--- src/rtl/dynamic_postsub_div.sv ---
// dynamic_postsub_div
// Iterative signed divider computing Q = (P -/+ C) / B and R = (P -/+ C) % B.
// The divider is radix-2 restoring and produces one quotient bit per cycle.
// The quotient truncates toward zero and the remainder takes the dividend's sign.
//
// Ports:
//   clk, rst      clock and synchronous active-high reset
//   subadd        1: D = P - C, 0: D = P + C
//   pin, cin      signed P (PW bits) and signed C (CW bits)
//   bin           signed divisor B (BW bits)
//   in_valid      operand handshake; the block accepts only in IDLE
//   in_ready      operand handshake; high only in IDLE
//   qout          signed quotient (DW bits)
//   rout          signed remainder (BW bits)
//   div0          set when B was zero for the current result
//   out_valid     result handshake
//   out_ready     result handshake
module dynamic_postsub_div #(
    parameter int BW = 18,
    parameter int CW = 32,
    parameter int PW = 48,
    parameter int DW = PW + 1
) (
    input  logic          clk,
    input  logic          rst,
    input  logic          subadd,
    input  logic [PW-1:0] pin,
    input  logic [CW-1:0] cin,
    input  logic [BW-1:0] bin,
    input  logic          in_valid,
    output logic          in_ready,
    output logic [DW-1:0] qout,
    output logic [BW-1:0] rout,
    output logic          div0,
    output logic          out_valid,
    input  logic          out_ready
);

    localparam int CNTW = $clog2(DW);

    typedef enum logic [1:0] {IDLE, PREP, CALC, DONE} state_t;

    state_t          state;
    logic            sub_r;
    logic [PW-1:0]   p_r;
    logic [CW-1:0]   c_r;
    logic [BW-1:0]   b_r;
    logic [DW-1:0]   dvd;      // |D| shifting out, quotient bits shifting in
    logic [BW:0]     div_r;    // |B| with one extra bit so -2^(BW-1) fits
    logic [BW-1:0]   rem;      // partial remainder, always < |B|
    logic [CNTW-1:0] cnt;
    logic            sign_q, sign_r, zero_b;

    logic [DW-1:0]   p_ext, c_ext, d_full, d_abs;
    logic [BW:0]     b_ext, b_abs;
    logic [BW:0]     shifted;
    logic            ge;
    logic [BW-1:0]   rem_nxt;
    logic [DW-1:0]   dvd_nxt;

    // The dividend is one bit wider than P, so P +/- C cannot overflow.
    always_comb begin
        p_ext  = {{(DW-PW){p_r[PW-1]}}, p_r};
        c_ext  = {{(DW-CW){c_r[CW-1]}}, c_r};
        d_full = sub_r ? (p_ext - c_ext) : (p_ext + c_ext);
        d_abs  = d_full[DW-1] ? (~d_full + DW'(1)) : d_full;
        b_ext  = {b_r[BW-1], b_r};
        b_abs  = b_ext[BW] ? (~b_ext + (BW+1)'(1)) : b_ext;
    end

    // One restoring step. The remainder stays below |B| <= 2^(BW-1), so the
    // shifted value fits in BW+1 bits and the result fits back in BW bits.
    always_comb begin
        shifted = {rem, dvd[DW-1]};
        ge      = (shifted >= div_r);
        rem_nxt = ge ? BW'(shifted - div_r) : shifted[BW-1:0];
        dvd_nxt = {dvd[DW-2:0], ge};
    end

    assign in_ready = (state == IDLE) && !rst;

    always_ff @(posedge clk) begin
        if (rst) begin
            state     <= IDLE;
            out_valid <= 1'b0;
            qout      <= '0;
            rout      <= '0;
            div0      <= 1'b0;
        end else begin
            case (state)
                IDLE: begin
                    if (in_valid) begin
                        sub_r <= subadd;
                        p_r   <= pin;
                        c_r   <= cin;
                        b_r   <= bin;
                        state <= PREP;
                    end
                end
                PREP: begin
                    dvd    <= d_abs;
                    div_r  <= b_abs;
                    rem    <= '0;
                    cnt    <= '0;
                    sign_q <= d_full[DW-1] ^ b_r[BW-1];
                    sign_r <= d_full[DW-1];
                    zero_b <= (b_r == '0);
                    state  <= CALC;
                end
                CALC: begin
                    dvd <= dvd_nxt;
                    rem <= rem_nxt;
                    cnt <= cnt + CNTW'(1);
                    if (cnt == CNTW'(DW - 1)) begin
                        // The last step's results are folded straight into
                        // the output registers to save a cycle.
                        state     <= DONE;
                        out_valid <= 1'b1;
                        div0      <= zero_b;
                        qout      <= zero_b ? '0 : (sign_q ? (~dvd_nxt + DW'(1)) : dvd_nxt);
                        rout      <= zero_b ? '0 : (sign_r ? (~rem_nxt + BW'(1)) : rem_nxt);
                    end
                end
                DONE: begin
                    if (out_ready) begin
                        out_valid <= 1'b0;
                        state     <= IDLE;
                    end
                end
                default: state <= IDLE;
            endcase
        end
    end

endmodule
--- config.mk ---
export PLATFORM = sky130hd
export DESIGN_NAME = dynamic_postsub_div
export DESIGN_NICKNAME = d
export VERILOG_FILES = /design/src/rtl/dynamic_postsub_div.sv
export SDC_FILE = /design/constraint.sdc
export NUM_CORES = 1
export LEC_CHECK = 0
export ABC_AREA = 0
export BUFFER_PORTS_ARGS = -buffer_cell sky130_fd_sc_hd__buf_2
export CAP_MARGIN = 20
export CORE_ASPECT_RATIO = 1.5
export CORE_MARGIN = 2
export CORE_UTILIZATION = 45
export DETAILED_ROUTE_END_ITERATION = 8
export GPL_TIMING_DRIVEN = 0
export SYNTH_ARGS = -nofsm -noshare
export SYNTH_HDL_FRONTEND = slang
export SYNTH_SLANG_ARGS = --single-unit
--- constraint.sdc ---
create_clock -name clk -period 13 [get_ports clk]
set_input_delay 2.6 -clock clk [delete_from_list [all_inputs] [get_ports clk]]
set_output_delay 2.6 -clock clk [all_outputs]
set_load 0.02 [all_outputs]
After elaboration in Yosys (flattened, before gate mapping)
Index checks and enable logic that the tools add are counted.
{"block": "classes", "order_cmp": 1, "add_sub_neg": 8, "mux": 18, "bitwise_logic": 6, "n_reduce_logical": 12, "n_eq_ne": 7}
{"operator": "49-bit 2-to-1 mux", "n": 4}
{"operator": "49-bit by 1-bit adder with 49-bit output, second input constant", "n": 2}
{"operator": "49-bit inverter", "n": 2}
{"operator": "49-bit case mux with 2 select lines", "n": 1}
{"operator": "18-bit 2-to-1 mux", "n": 3}
{"operator": "48-bit by 32-bit adder with 49-bit output", "n": 1}
{"operator": "48-bit by 32-bit subtractor with 49-bit output", "n": 1}
{"operator": "18-bit case mux with 2 select lines", "n": 1}
{"operator": "19-bit by 1-bit adder with 19-bit output, second input constant", "n": 1}
{"operator": "19-bit >= comparator", "n": 1}
{"operator": "19-bit inverter", "n": 1}
{"operator": "18-bit by 1-bit adder with 18-bit output, second input constant", "n": 1}
{"operator": "18-bit logical NOT", "n": 1}
{"operator": "18-bit inverter", "n": 1}
{"operator": "18-bit subtractor", "n": 1}
{"operator": "17-bit 2-to-1 mux", "n": 1}
{"operator": "6-bit case mux with 2 select lines", "n": 1}
{"operator": "3-bit AND reduction", "n": 3}
{"operator": "2-bit case mux with 4 select lines", "n": 1}
{"operator": "6-bit by 1-bit adder with 6-bit output, second input constant", "n": 1}
{"operator": "6-bit == test, second input constant", "n": 1}
{"operator": "2-bit 2-to-1 mux", "n": 3}
{"operator": "2-bit inequality test, second input constant", "n": 3}
{"operator": "2-bit AND reduction", "n": 3}
{"operator": "other kinds (10)", "n": 13}
{"block": "word_totals", "regBits": 265, "out_inout_bits": 70, "wordCells": 69}

Longest topological paths before layout
{"block": "depth", "depth_word": 6, "depth_mapped": 25}

Worst setup path before layout
Ideal clock, no wire load.
{"block": "synth_path", "path_type": "input to register", "startpoint": "input port rst", "endpoint": "register cnt[0] (enable)", "path_buffers": 2, "required_time_ns": 12.486, "path_stages": 3, "arrival_time_ns": 6.167, "path_slack_ns": 6.319, "cell_sequence": "clkbuf_1 > clkbuf_1 > nor2b_1"}
{"block": "synth_between", "elab_chain_cells": 2}
{"item": "start, declared", "line_no": "25", "rtl": "input logic rst,"}
{"item": "1-bit inverter (no line)"}
{"item": "2-bit AND reduction (no line)"}
{"item": "end signal, assigned", "line_no": "113", "rtl": "cnt <= cnt + CNTW'(1);"}
{"item": "end, declared", "line_no": "51", "rtl": "logic [CNTW-1:0] cnt;"}
Every way passes these cells.
A chain may end at the register's enable or synchronous reset.

Worst setup path after layout
{"block": "layout_path", "startpoint": "register c_r[6]", "endpoint": "register dvd[40] (data pin)"}
{"block": "layout_between", "elab_chain_cells": 6, "word_cells_on_any_way": 7}
{"item": "start, declared", "line_no": "46", "rtl": "logic [CW-1:0] c_r;"}
{"item": "start signal, assigned", "line_no": "95", "rtl": "c_r <= cin;"}
{"item": "48-bit by 32-bit adder with 49-bit output / 48-bit by 32-bit subtractor with 49-bit output (equally long branches)", "line_no": "65", "rtl": "d_full = sub_r ? (p_ext - c_ext) : (p_ext + c_ext);"}
{"item": "49-bit 2-to-1 mux *", "line_no": "65"}
{"item": "49-bit inverter", "line_no": "66", "rtl": "d_abs = d_full[DW-1] ? (~d_full + DW'(1)) : d_full;"}
{"item": "49-bit by 1-bit adder with 49-bit output", "line_no": "66"}
{"item": "49-bit 2-to-1 mux *", "line_no": "66"}
{"item": "49-bit case mux with 2 select lines *", "line_no": "90", "rtl": "case (state)"}
{"item": "end signal, assigned", "line_no": "101", "rtl": "dvd <= d_abs;"}
{"item": "end signal, assigned", "line_no": "111", "rtl": "dvd <= dvd_nxt;"}
{"item": "end, declared", "line_no": "48", "rtl": "logic [DW-1:0] dvd;"}
Every way passes the cells marked *; elsewhere a longest branch is shown, timed or not.

==> summary.md <==
| Metric | Value |
|---|---|
| Outcome | `finished clean` |
| Via count of the first global-routing pass | `14.3k` |
| Slew at the pin closest to its max-slew limit | `between 1000 and 1500 ps` |
| Floorplan die height | `244 um` |
| Max VDD drop | `113 uV` |
| Post-detailed-route count of antenna-violating nets | `0` |
| Parity-gate share of the synthesized area counting xor and xnor cells | `0.0989` |
| Wire length of the first global-routing pass | `~75 mm` |
| Sequential standard cell area | `7250 sq um` |
| Core ar. | `37800 sq um` |
| Top cells by area in the synthesized netlist | `sky130_fd_sc_hd__edfxtp_1 34%, sky130_fd_sc_hd__dfxtp_1 8.2%, sky130_fd_sc_hd__xnor2_1 7.4%` |
| Crit Path Category | `reg2reg` |
| DRC violation count after routing | `0` |
| Placer's final routability congestion estimate | `0.907` |
| Full die area | `40000 sq um` |
| Launching element type of the critical path | `flop` |
| Number of warnings reported in the yosys synthesis log | `0` |
| Ports placed on the boundary | `173` |
| Final setup vio count | `0` |
| Avg Inst Size Synth | `approximately 9.6 sq um` |
| Layout filler cell count | `3541` |
| Power per unit of standard cell area | `210 nW/um^2` |
| Final Critical Period | `between 7000 and 8000 ps` |
| Depth of the worst register-to-register path | `23` |
| Final period util | `0.554` |
| Register-to-Register Setup Slack | `5800 ps` |
| DRC violation total after the first TritonRoute iteration | `798` |
| Most numerous cell types in the synthesized netlist | `194 x sky130_fd_sc_hd__edfxtp_1, 154 x sky130_fd_sc_hd__nor2_1, 148 x sky130_fd_sc_hd__nand2_1` |
| Standard-cell row count | `87` |
| Nets | `2183` |
| Drt total wl | `47.8 mm` |
| Number of gates given a new drive strength after cts | `0` |
| Post-synthesis instance total | `around 1.8k` |
| Crit path arrival time | `7510 ps` |
| Area growth from synthesis to layout | `14.0%` |
| Synthesized-area fraction occupied by adder cells | `0.0588` |
| Total congestion overflow after global routing | `0` |
| Detailed-route wire length per cell | `between 15 and 20 um` |
| Multiplexer fraction of the synthesized cell area | `0.0377` |
| Antenna violations before repair | `0` |
| Fraction of layout instances using a drive strength above 1 | `0.150` |
| Number of diodes added for antenna fixing | `0` |
| Fin. Hold Viols | `0` |
| Worst hold path type | `reg2reg` |
| Number of max-capacitance violations reported | `0` |
| TNS Setup | `0 ps` |
| Required @ worst endpoint | `between 10000 and 15000 ps` |
| Sum of internal, switching and leakage power | `0.00414 W` |
| Reg-to-Reg End | `dvd[40]$_DFFE_PP_` |
| TritonRoute pass-1 iters | `5` |
| Share of the synthesized area in the top cell type | `0.337` |
| Count of buffers from port buffering | `171` |
| Netlist area before placement | `between 15000 and 20000 sq um` |
| Post-synthesis async set-or-reset flop share | `0` |
| Synth Area in Simple Gates | `0.163` |
| Via Count | `around 14k` |
| Critical register-to-register path startpoint | `c_r[6]$_DFFE_PP_` |
| Highest attainable clock frequency | `139 MHz` |
| Largest net degree at the start of global routing | `75` |
| Category of the worst setup path capture point | `flop` |
| Post-DP HPWL | `38.5 mm` |
| Maximum fanout count along the critical path | `10` |
| Primary FF master, synth | `sky130_fd_sc_hd__edfxtp_1` |
| Largest family of logic cells by synthesized area | `compound AO/OA/AOI/OAI gates` |
| Sequential-to-total area share from yosys stat | `0.419` |
| Synth area leader | `sky130_fd_sc_hd__edfxtp_1` |
| Setup repair after global routing missed its margin | `false` |
| Worst setup startpoint | `c_r[6]$_DFFE_PP_` |
| Cts bufs inserted | `27` |
| Static Leakage | `around 7.4 nW` |
| Buffer count from post-CTS setup fixing | `0` |
| Clock latency of the later-clocked register in the worst-skew pair | `between 500 and 600 ps` |
| Final-report max-slew violation count | `0` |
| Headroom to the max-slew limit | `0.230` |
| Clock tree buffer depth | `3` |
| Post-synth EDFFs | `194` |
| Most common cell in the synthesized netlist | `sky130_fd_sc_hd__edfxtp_1` |
| Worst-path clk slew | `about 60 ps` |
| Combined global-route utilization of all metal layers | `0.238` |
| Number of buffers inserted for hold repair after clock tree synthesis | `0` |
| Starting density of the core | `0.458` |
| CTS Sinks | `between 200 and 300` |
| Distinct cell type count after synthesis | `94` |
| CTS tree | `yes` |
| Synthesized-area fraction occupied by ao, oa, aoi and oai cells | `0.188` |
| Clock root cell | `sky130_fd_sc_hd__clkbuf_16` |
| DIE WIDTH | `between 150 and 200 um` |
| Crit path to | `dvd[40]$_DFFE_PP_` |
| Multi-input combinational cell area | `9450 sq um` |
| Post-Route Skew | `about 21 ps` |
| Depth of the CTS H-tree | `1` |
| Synthesized flop and latch total | `about 270` |
| Synthesized netlist net count | `1979` |
| Routed vias/inst | `5.68` |
-- worst min path at each step --
| stage | start | to | slack [ps] | cells past startpoint |
|---|---|---|---|---|
| finish | rout[13]$_SDFFE_PP0P_ | rout[13]$_SDFFE_PP0P_ | 450 | 2 |
| detailed placement | rout[6]$_SDFFE_PP0P_ | rout[6]$_SDFFE_PP0P_ | 440 | 2 |
| global route | rout[14]$_SDFFE_PP0P_ | rout[14]$_SDFFE_PP0P_ | 470 | 2 |
| floorplan | b_r[0]$_DFFE_PP_ | div_r[0]$_DFFE_PP_ | 480 | 0 |
| global placement | rout[12]$_SDFFE_PP0P_ | rout[12]$_SDFFE_PP0P_ | 430 | 2 |
| CTS | rout[6]$_SDFFE_PP0P_ | rout[6]$_SDFFE_PP0P_ | 450 | 2 |
-- placed cells by master, fill, tap and decap left out, types with 8 or more instances in the layout --
master,synthesis,layout
sky130_fd_sc_hd__o211ai_1,11,11
sky130_fd_sc_hd__nor4_1,23,23
sky130_fd_sc_hd__nand4_1,18,18
sky130_fd_sc_hd__or3_1,22,22
sky130_fd_sc_hd__xnor2_1,147,147
sky130_fd_sc_hd__o21a_1,11,11
sky130_fd_sc_hd__nand3_1,29,29
sky130_fd_sc_hd__o21ai_0,116,116
sky130_fd_sc_hd__xor2_1,45,45
sky130_fd_sc_hd__a22oi_1,37,37
sky130_fd_sc_hd__dfxtp_1,71,71
sky130_fd_sc_hd__nand2_1,148,148
sky130_fd_sc_hd__a31oi_1,21,21
sky130_fd_sc_hd__nor2b_1,15,13
sky130_fd_sc_hd__nor3_1,48,48
sky130_fd_sc_hd__ha_1,78,78
sky130_fd_sc_hd__mux2_2,33,33
sky130_fd_sc_hd__or4_1,9,9
sky130_fd_sc_hd__a41oi_1,13,13
sky130_fd_sc_hd__a21oi_1,127,127
sky130_fd_sc_hd__o31ai_1,32,32
sky130_fd_sc_hd__a211oi_1,11,11
sky130_fd_sc_hd__inv_1,63,63
sky130_fd_sc_hd__clkbuf_16,0,29
sky130_fd_sc_hd__a21o_1,24,24
sky130_fd_sc_hd__nand2b_1,10,10
sky130_fd_sc_hd__clkbuf_1,63,65
sky130_fd_sc_hd__buf_4,9,9
sky130_fd_sc_hd__o21bai_1,8,8
sky130_fd_sc_hd__mux2i_1,28,28
sky130_fd_sc_hd__edfxtp_1,194,194
sky130_fd_sc_hd__buf_2,3,174
sky130_fd_sc_hd__nor2_1,154,154
sky130_fd_sc_hd__and2_1,25,24
sky130_fd_sc_hd__and3_1,14,14
-- sequential cells by signal, indices dropped and copies added (netlist names) --
signal	cells
dvd	49
qout	49
p_r	48
c_r	32
div_r	19
b_r	18
rem	18
rout	18
cnt	6
state	2
div0	1
out_valid	1
sign_q	1
sign_r	1
sub_r	1
zero_b	1
-- where the power goes --
part           internal [W]  switching [W]  total (W)
clock              0.000413       0.000341   0.000755
combinational      0.000850        0.00123    0.00208
sequential          0.00117       0.000136    0.00131
-- final cells by class --
| class | instances | share of cell area |
|---|---|---|
| Inverter | 64 | 0.0122 |
| Clock inverter | 17 | 0.00501 |
| Sequential cell | 265 | 0.368 |
| Timing Repair Buffer | 175 | 0.0482 |
| Buffer | 81 | 0.0183 |
| Clock buffer | 33 | 0.0381 |
| Multi-Input combinational cell | 1386 | 0.480 |
| Tap cell | 489 | 0.0310 |
-- routing by layer --
layer  part of all wire  GRT usage
met1               0.38      0.254
met2               0.53      0.453
met3              0.032     0.0204
met4              0.058      0.130
met5                  0          0
-- stage by stage --
stage	std cells	area (sq um)	hold WS, ps	setup slack [ps]	utilization
floorplan	1796	17300	477	6320	-
global placement	2456	18800	433	4430	0.497
detailed placement	2460	18900	439	5800	0.499
CTS	2510	19700	453	5760	0.522
global route	2510	19700	466	5190	0.522
finish	2510	19700	449	5800	0.522
-- worst max-delay path, stage by stage (launching register included) --
cell and delay [ps]:
sky130_fd_sc_hd__edfxtp_1 430, sky130_fd_sc_hd__or4_1 600, sky130_fd_sc_hd__nor2_1 120, sky130_fd_sc_hd__and2_1 210, sky130_fd_sc_hd__nand2_1 130, sky130_fd_sc_hd__nor4b_1 660, sky130_fd_sc_hd__nand2_1 100, sky130_fd_sc_hd__nor2_1 190
sky130_fd_sc_hd__a21oi_1 250, sky130_fd_sc_hd__xnor2_1 200, sky130_fd_sc_hd__ha_1 320, sky130_fd_sc_hd__clkbuf_1 330, sky130_fd_sc_hd__nand2_1 120, sky130_fd_sc_hd__nor4_1 440, sky130_fd_sc_hd__nand4_1 140, sky130_fd_sc_hd__a21oi_1 210
sky130_fd_sc_hd__nor3_1 150, sky130_fd_sc_hd__o31a_1 340, sky130_fd_sc_hd__a21oi_1 160, sky130_fd_sc_hd__xor2_1 700, sky130_fd_sc_hd__clkbuf_1 540, sky130_fd_sc_hd__a41oi_1 130, sky130_fd_sc_hd__xnor2_1 180, sky130_fd_sc_hd__mux2_2 270
-- cell families after synthesis --
group / count (synthesis)
flops: 265
simple gates: 562
compound gates: 489
buf+inv: 145
xor+xnor: 193
mux: 61
other cells: 1
fa+ha+maj: 80
Note: power is estimated with default switching activity, not from simulation.
